$ cat src/rtl/uart_baud_ctrl.sv
// Run-time baud select controller: pause Tx/Rx, drain frames,
// switch the select, settle for a number of baud ticks, then release.
module uart_baud_ctrl #(
  parameter logic [1:0]  DEFAULT_BAUD_SEL = 2'b00,
  parameter int unsigned SETTLE_TICKS     = 16,
  parameter int unsigned TIMEOUT_CYCLES   = 1048576
) (
  input  logic       clk_i,
  input  logic       rst_ni,
  input  logic       req_valid_i,
  input  logic [1:0] req_sel_i,
  output logic       req_ready_o,
  input  logic       tx_busy_i,
  input  logic       rx_busy_i,
  input  logic       baud_en_i,
  output logic [1:0] baud_sel_o,
  output logic       pause_o,
  output logic       done_o,
  output logic       timeout_o
);

  localparam int TW = $clog2(TIMEOUT_CYCLES + 1);
  localparam int KW = $clog2(SETTLE_TICKS + 1);
  localparam logic [TW-1:0] TMAX = TW'(TIMEOUT_CYCLES - 1);
  localparam logic [KW-1:0] KMAX = KW'(SETTLE_TICKS - 1);

  typedef enum logic [1:0] {
    IDLE, DRAIN, SWITCH, SETTLE
  } state_t;

  state_t        r_state;
  state_t        w_state_nx;
  logic [1:0]    r_sel;
  logic [1:0]    r_pend;
  logic [TW-1:0] r_timer;
  logic [KW-1:0] r_tick;
  logic          r_done;
  logic          r_timeout;
  logic          w_done_nx;
  logic          w_to_nx;
  logic          w_accept;
  logic          w_idle;

  assign w_idle = !tx_busy_i && !rx_busy_i;

  always_comb begin
    w_state_nx = r_state;
    w_done_nx  = 1'b0;
    w_to_nx    = 1'b0;
    w_accept   = 1'b0;
    unique case (r_state)
      IDLE: begin
        if (req_valid_i) begin
          if (req_sel_i == r_sel) begin
            w_done_nx = 1'b1;
          end else begin
            w_accept   = 1'b1;
            w_state_nx = DRAIN;
          end
        end
      end
      DRAIN: begin
        // Drained frames win over a timeout on the same edge
        if (w_idle) begin
          w_state_nx = SWITCH;
        end else if (r_timer == TMAX) begin
          w_state_nx = IDLE;
          w_to_nx    = 1'b1;
        end
      end
      SWITCH: w_state_nx = SETTLE;
      SETTLE: begin
        if (baud_en_i && r_tick == KMAX) begin
          w_state_nx = IDLE;
          w_done_nx  = 1'b1;
        end
      end
      default: w_state_nx = IDLE;
    endcase
  end

  always_ff @(posedge clk_i or negedge rst_ni) begin
    if (!rst_ni) begin
      r_state   <= IDLE;
      r_sel     <= DEFAULT_BAUD_SEL;
      r_pend    <= DEFAULT_BAUD_SEL;
      r_timer   <= '0;
      r_tick    <= '0;
      r_done    <= 1'b0;
      r_timeout <= 1'b0;
    end else begin
      r_state   <= w_state_nx;
      r_done    <= w_done_nx;
      r_timeout <= w_to_nx;
      if (w_accept) r_pend <= req_sel_i;
      if (r_state == SWITCH) r_sel <= r_pend;
      if (r_state != DRAIN) r_timer <= '0;
      else if (r_timer != TMAX) r_timer <= r_timer + TW'(1);
      if (r_state != SETTLE) r_tick <= '0;
      else if (baud_en_i && r_tick != KMAX) r_tick <= r_tick + KW'(1);
    end
  end

  assign req_ready_o = (r_state == IDLE);
  assign pause_o     = (r_state != IDLE);
  assign baud_sel_o  = r_sel;
  assign done_o      = r_done;
  assign timeout_o   = r_timeout;

endmodule

$ cat config.mk
export PLATFORM = sky130hd
export DESIGN_NAME = uart_baud_ctrl
export DESIGN_NICKNAME = d
export VERILOG_FILES = /design/src/rtl/uart_baud_ctrl.sv
export SDC_FILE = /design/constraint.sdc
export NUM_CORES = 1
export LEC_CHECK = 0
export CAP_MARGIN = 15
export CELL_PAD_IN_SITES_DETAIL_PLACEMENT = 1
export CELL_PAD_IN_SITES_GLOBAL_PLACEMENT = 2
export CORE_MARGIN = 2
export CORE_UTILIZATION = 40
export CTS_CLUSTER_DIAMETER = 150
export DETAILED_ROUTE_END_ITERATION = 6
export PLACE_DENSITY = 0.92
export SYNTH_ARGS = -nofsm -noshare
export SYNTH_HDL_FRONTEND = slang
export SYNTH_SLANG_ARGS = --single-unit
$ cat constraint.sdc
create_clock -name clk_i -period 2.8 [get_ports clk_i]
set_input_delay 0.84 -clock clk_i [delete_from_list [all_inputs] [get_ports clk_i]]
set_output_delay 0.84 -clock clk_i [all_outputs]
set_load 0.03 [all_outputs]
# ---- Word level (Yosys, flattened, before mapping)
# Cells that the tools add are included.
dict set report op_classes {
  reduce_logical 10
  n_eq_ne 14
  addsub 2
  mux 20
}
# operator n
set ops {}
lappend ops {{two-way mux 21 bit} 2}
lappend ops {{adder 21 x 1 -> 21 bit, second input constant} 1}
lappend ops {{== test 21 x 20 -> 1 bit, second input constant} 1}
lappend ops {{!= test 21 x 20 -> 1 bit, second input constant} 1}
lappend ops {{two-way mux 2 bit} 5}
lappend ops {{two-way mux 5 bit} 2}
lappend ops {{two-way mux 1 bit} 9}
lappend ops {{!= test 2 bit, second input constant} 4}
lappend ops {{one-hot mux 2 bit (4 select lines)} 1}
lappend ops {{nonzero test 2 bit} 3}
lappend ops {{adder 5 x 1 -> 5 bit, second input constant} 1}
lappend ops {{== test 5 x 4 -> 1 bit, second input constant} 1}
lappend ops {{!= test 5 x 4 -> 1 bit, second input constant} 1}
lappend ops {{== test 2 bit, second input constant} 2}
lappend ops {{AND reduction 4 bit} 1}
lappend ops {{logical AND 1 bit} 3}
lappend ops {{!= test 3 bit, second input constant} 1}
lappend ops {{== test 2 x 1 -> 1 bit, second input constant} 1}
lappend ops {{== test 2 bit} 1}
lappend ops {{logical NOT 1 bit} 2}
lappend ops {{logical NOT 2 bit} 1}
lappend ops {{!= test 2 x 1 -> 1 bit, second input constant} 1}
lappend ops {{one-hot mux 1 bit (2 select lines)} 1}
dict set report word_totals {
  out_inout_bits 6
  in_bits 8
  register_bits 34
}

# ---- Longest topological paths before layout
dict set report logic_depth {
  ltp_word 4
  mapped_depth 8
  ltp_nobuf 8
}

# ---- Least setup slack after synthesis
# OpenSTA, ideal clock, no wires.
dict set report synth_timing {
  path_type {flip-flop to output port}
  from {reg r_state[0]}
  to {out pause_o}
  stages_incl_launch_ff 4
  arrival_ps 1138
  n_path_buf 0
  required_time_ps 1960
  path_slack_ps 822
  path_cell_list {dfrtp_1 -> inv_1 -> ha_1 -> inv_1}
}
dict set report synth_via {
  elab_chain_len 1
}
# element line
set synth_lines {}
lappend synth_lines {{start, declared} 31} ;# state_t r_state;
lappend synth_lines {{start signal, assigned} 92} ;# r_state <= w_state_nx;
lappend synth_lines {{nonzero test 2 bit} 105} ;# assign pause_o = (r_state != IDLE);
lappend synth_lines {{end, declared} 17} ;# output logic pause_o,
# No other way between the ends.

# ---- Worst setup path in the final report
# Same ends and word-level chain as after synthesis.

==> results.toml <==
[layout]
filler_cell_count = 493
multiInputGateArea_um2 = 920.9
final_nets = 214
num_antenna_cells = 0
final_layout_size_suffix_gt1_share_pct = 10.05
seq_area_um2 = 850.8
postLayoutCellArea_um2 = 2092
syn_to_final_growth_pct = 15.07

[cts]
cts_htree_levels = 2
cts-hold-fix-buffers = 0
cts_tree = "built"
ctsRootBufferMaster = "clkbuf_8"
post-cts-setup-buffers = 0
cts.clk_slew.worst_paths_ps = 60
clock_latency_ps = 280
clkSinkCount = 34
cts-resized-gates = 0
cts_inserted_buffers = 5
clockBufferDepth = 2

[grt]
grt_antenna_before_repair = 0
grt_pass1_wl_mm = 7.245
maximum_number_of_pins_on_one_net_before_global_route_repair = 35
first_global_vias = 1530
grt_use_total_pct = 18.44
globalRouteMet3Util_pct = 4.219
globalRouteOverflowTotal = 0
highest_utilization_routing_layer_at_the_global_route_stage = "met2"
global_route.usage.met1_pct = 22.85
met2_track_demand_over_resource_pct = 31.07

[placed_design]
port_buffer_cells = 13
place_hpwl_mm = 3.023
gpl.final_weighted_congestion = 0.8497
placed_cell_area_um2 = 2016

[routing]
vias = 1369
wire_per_inst_um = 16.05
drt_first_pass_iters = 4
drt-vias-per-instance = 5.454
finalWirelength_mm = 4.029
final_antenna_net_count = 0
drtIter0Drc = 69
drc_errors = 0

[yosys]
syn-instance-count = 179
synth_ff_type = "dfrtp_1"
yosys_warnings = 0
yosys-top-cells-count = "dfrtp_1 (34), nor2_1 (24), xnor2_1 (15)"
post_synth_main_area_contributors = "dfrtp_1 (47%), xnor2_1 (7.2%), nor2_1 (5.0%), ha_1 (4.8%), nand4_1 (3.1%)"
netlist.area_leader.share_pct = 46.80
synth.ff_latch_count = 34
yosysSeqAreaShare_pct = 46.80
synth_edf_count = 0
synth.net_count = 194
async_reset_ff_share_pct = 100.0
ys_types = 41
leading_area_contributor_after_synthesis = "dfrtp_1"
syn_avg_cell_area_um2 = 10.16
syn_area_um2 = 1818
post-synth-top-count-cell = "dfrtp_1"

[worst_setup_path]
timing.reg2reg.worst_path_depth = 7
critPathCaptureType = "output pin"
ws_path_type = "reg -> out"
startpoint_type = "register"
worstReg2RegStart = "r_timer[0]"
r2r_setup_slack_ps = 600
timing.critical_path.fanout_max = 6
cp_data_required_time_ps = 1960
cp_data_arrival_time_ps = 1840
timing.rr.end = "r_timer[18]"

[floorplan]
initial_core_util_pct = 41.75
num_rows = 24
die_h_um = 71.42
floorplan.die_area_um2 = 5100
io-pin-count = 14
core_um2 = 4354
dieWidth_um = 71.42

[sta]
unrepaired_setup_endpoints_after_global_routing = "no"
worst-slew-pin-transition_ps = 589.5
finalSetupTns_ps = 0
report.final.hold_viol_count = 0
final-setup-viol-count = 0
finClkSkew_ps = 6.447
max_slew_margin_pct = 60.40
final_period_minus_worst_setup_slack_ps = 2682
final_min_period_over_clock_period_pct = 95.80
timing.fmax_ghz = 0.3728
finalMaxSlewViolations = 0

[run]
cap_viol_max_count = 0

[hold_path]
holdCritStartpoint = "r_pend[1]"
hold_path_end = "r_pend[1]"
worstHoldPathCells = 1
worstHoldPathType = "reg -> reg"

[pwr]
vdd_ir_drop_max_mv = 0.4861
power.static_leakage_nw = 0.9004
pwr_density_cell_nw_per_um2 = 714.2

[run_status]
status = "finished, final reports clean"
==> flip-flops by register name, indices dropped and copies added (netlist names), named ones only <==
signal      count
done_o          1
r_pend          2
r_tick          5
r_timer        21
timeout_o       1
r_state         1
baud_sel_o      2
==> where the power goes <==
| group | total (W) | switching, W | internal, W | leakage [nW] |
|---|---|---|---|---|
| sequential | 0.000623 | 0.0000656 | 0.000558 | 0.461 |
| clock | 0.000337 | 0.000166 | 0.000171 | 0.0383 |
| combinational | 0.000534 | 0.000312 | 0.000222 | 0.401 |
| total | 0.00149 | 0.000544 | 0.000950 | 0.900 |
==> cell usage in the layout, fill, tap and decap left out, types with 3 or more instances in the layout <==
cell,instances
a21oi_1,10
a31oi_1,3
and2_1,4
buf_4,4
clkbuf_8,5
clkdlybuf4s50_1,13
dfrtp_1,34
ha_1,7
inv_1,4
mux2_2,4
nand2_1,13
nand3_1,6
nand4_1,9
nor2_1,24
nor3_1,3
o21ai_0,4
xnor2_1,15
xor2_1,6
==> layer usage <==
| layer | part of all wire [%] | wire length [µm] |
|---|---|---|
| met3 | 2.0 | 80 |
| met5 | 0 | 0 |
| met4 | 1.8 | 74 |
| met2 | 50 | 2017 |
| met1 | 46 | 1857 |
==> stage by stage <==
| stage | power [W] | hold WS, ps | std cells | setup slack (ps) | utilization, % |
|---|---|---|---|---|---|
| floorplan | 0.0009761 | 474.9 | 179 | 821.6 | - |
| global placement | 0.001139 | 479.4 | 244 | 501.0 | 46.29 |
| detailed placement | 0.001173 | 504.6 | 244 | 413.0 | 46.29 |
| CTS | 0.001518 | 521.0 | 251 | 97.94 | 48.05 |
| global route | 0.001601 | 549.6 | 251 | 37.79 | 48.05 |
| finish | 0.001494 | 519.2 | 251 | 117.6 | 48.05 |
==> layout make-up <==
class	count	share of cell area, %
multi-input cells	136	44.02
flip-flops and latches	34	40.67
repair buffers	17	7.656
clock buffers	7	3.648
well taps	52	3.110
inverters	5	0.8971
==> logic make-up (layout without fill, tap and decap cells) <==
| logic type | Yosys count | count (layout) | synth area share [%] |
|---|---|---|---|
| XOR/XNOR | 21 | 21 | 10.12 |
| flip-flops | 34 | 34 | 46.80 |
| AND/OR/NAND/NOR | 77 | 77 | 23.47 |
| buffers and inverters | 9 | 29 | 2.546 |
| adder cells (fa/ha/maj) | 7 | 7 | 4.817 |
| multiplexers | 5 | 5 | 3.028 |
| AO/OA/AOI/OAI | 26 | 26 | 9.223 |
==> worst max-delay path by stage <==
stage                     from  endpoint  cells past startpoint
detailed placement  r_state[0]   pause_o                      4
finish              r_state[0]   pause_o                      4
floorplan           r_state[0]   pause_o                      3
CTS                 r_state[0]   pause_o                      4
global placement    r_state[0]   pause_o                      4
global route          register   pause_o                      4
==> worst max-delay path: stages (launching register included) <==
cell and delay (ps):
dfrtp_1 410, inv_1 90, ha_1 280, inv_1 100
clkdlybuf4s50_1 680
No activity file was read; power rests on OpenSTA's default activity.
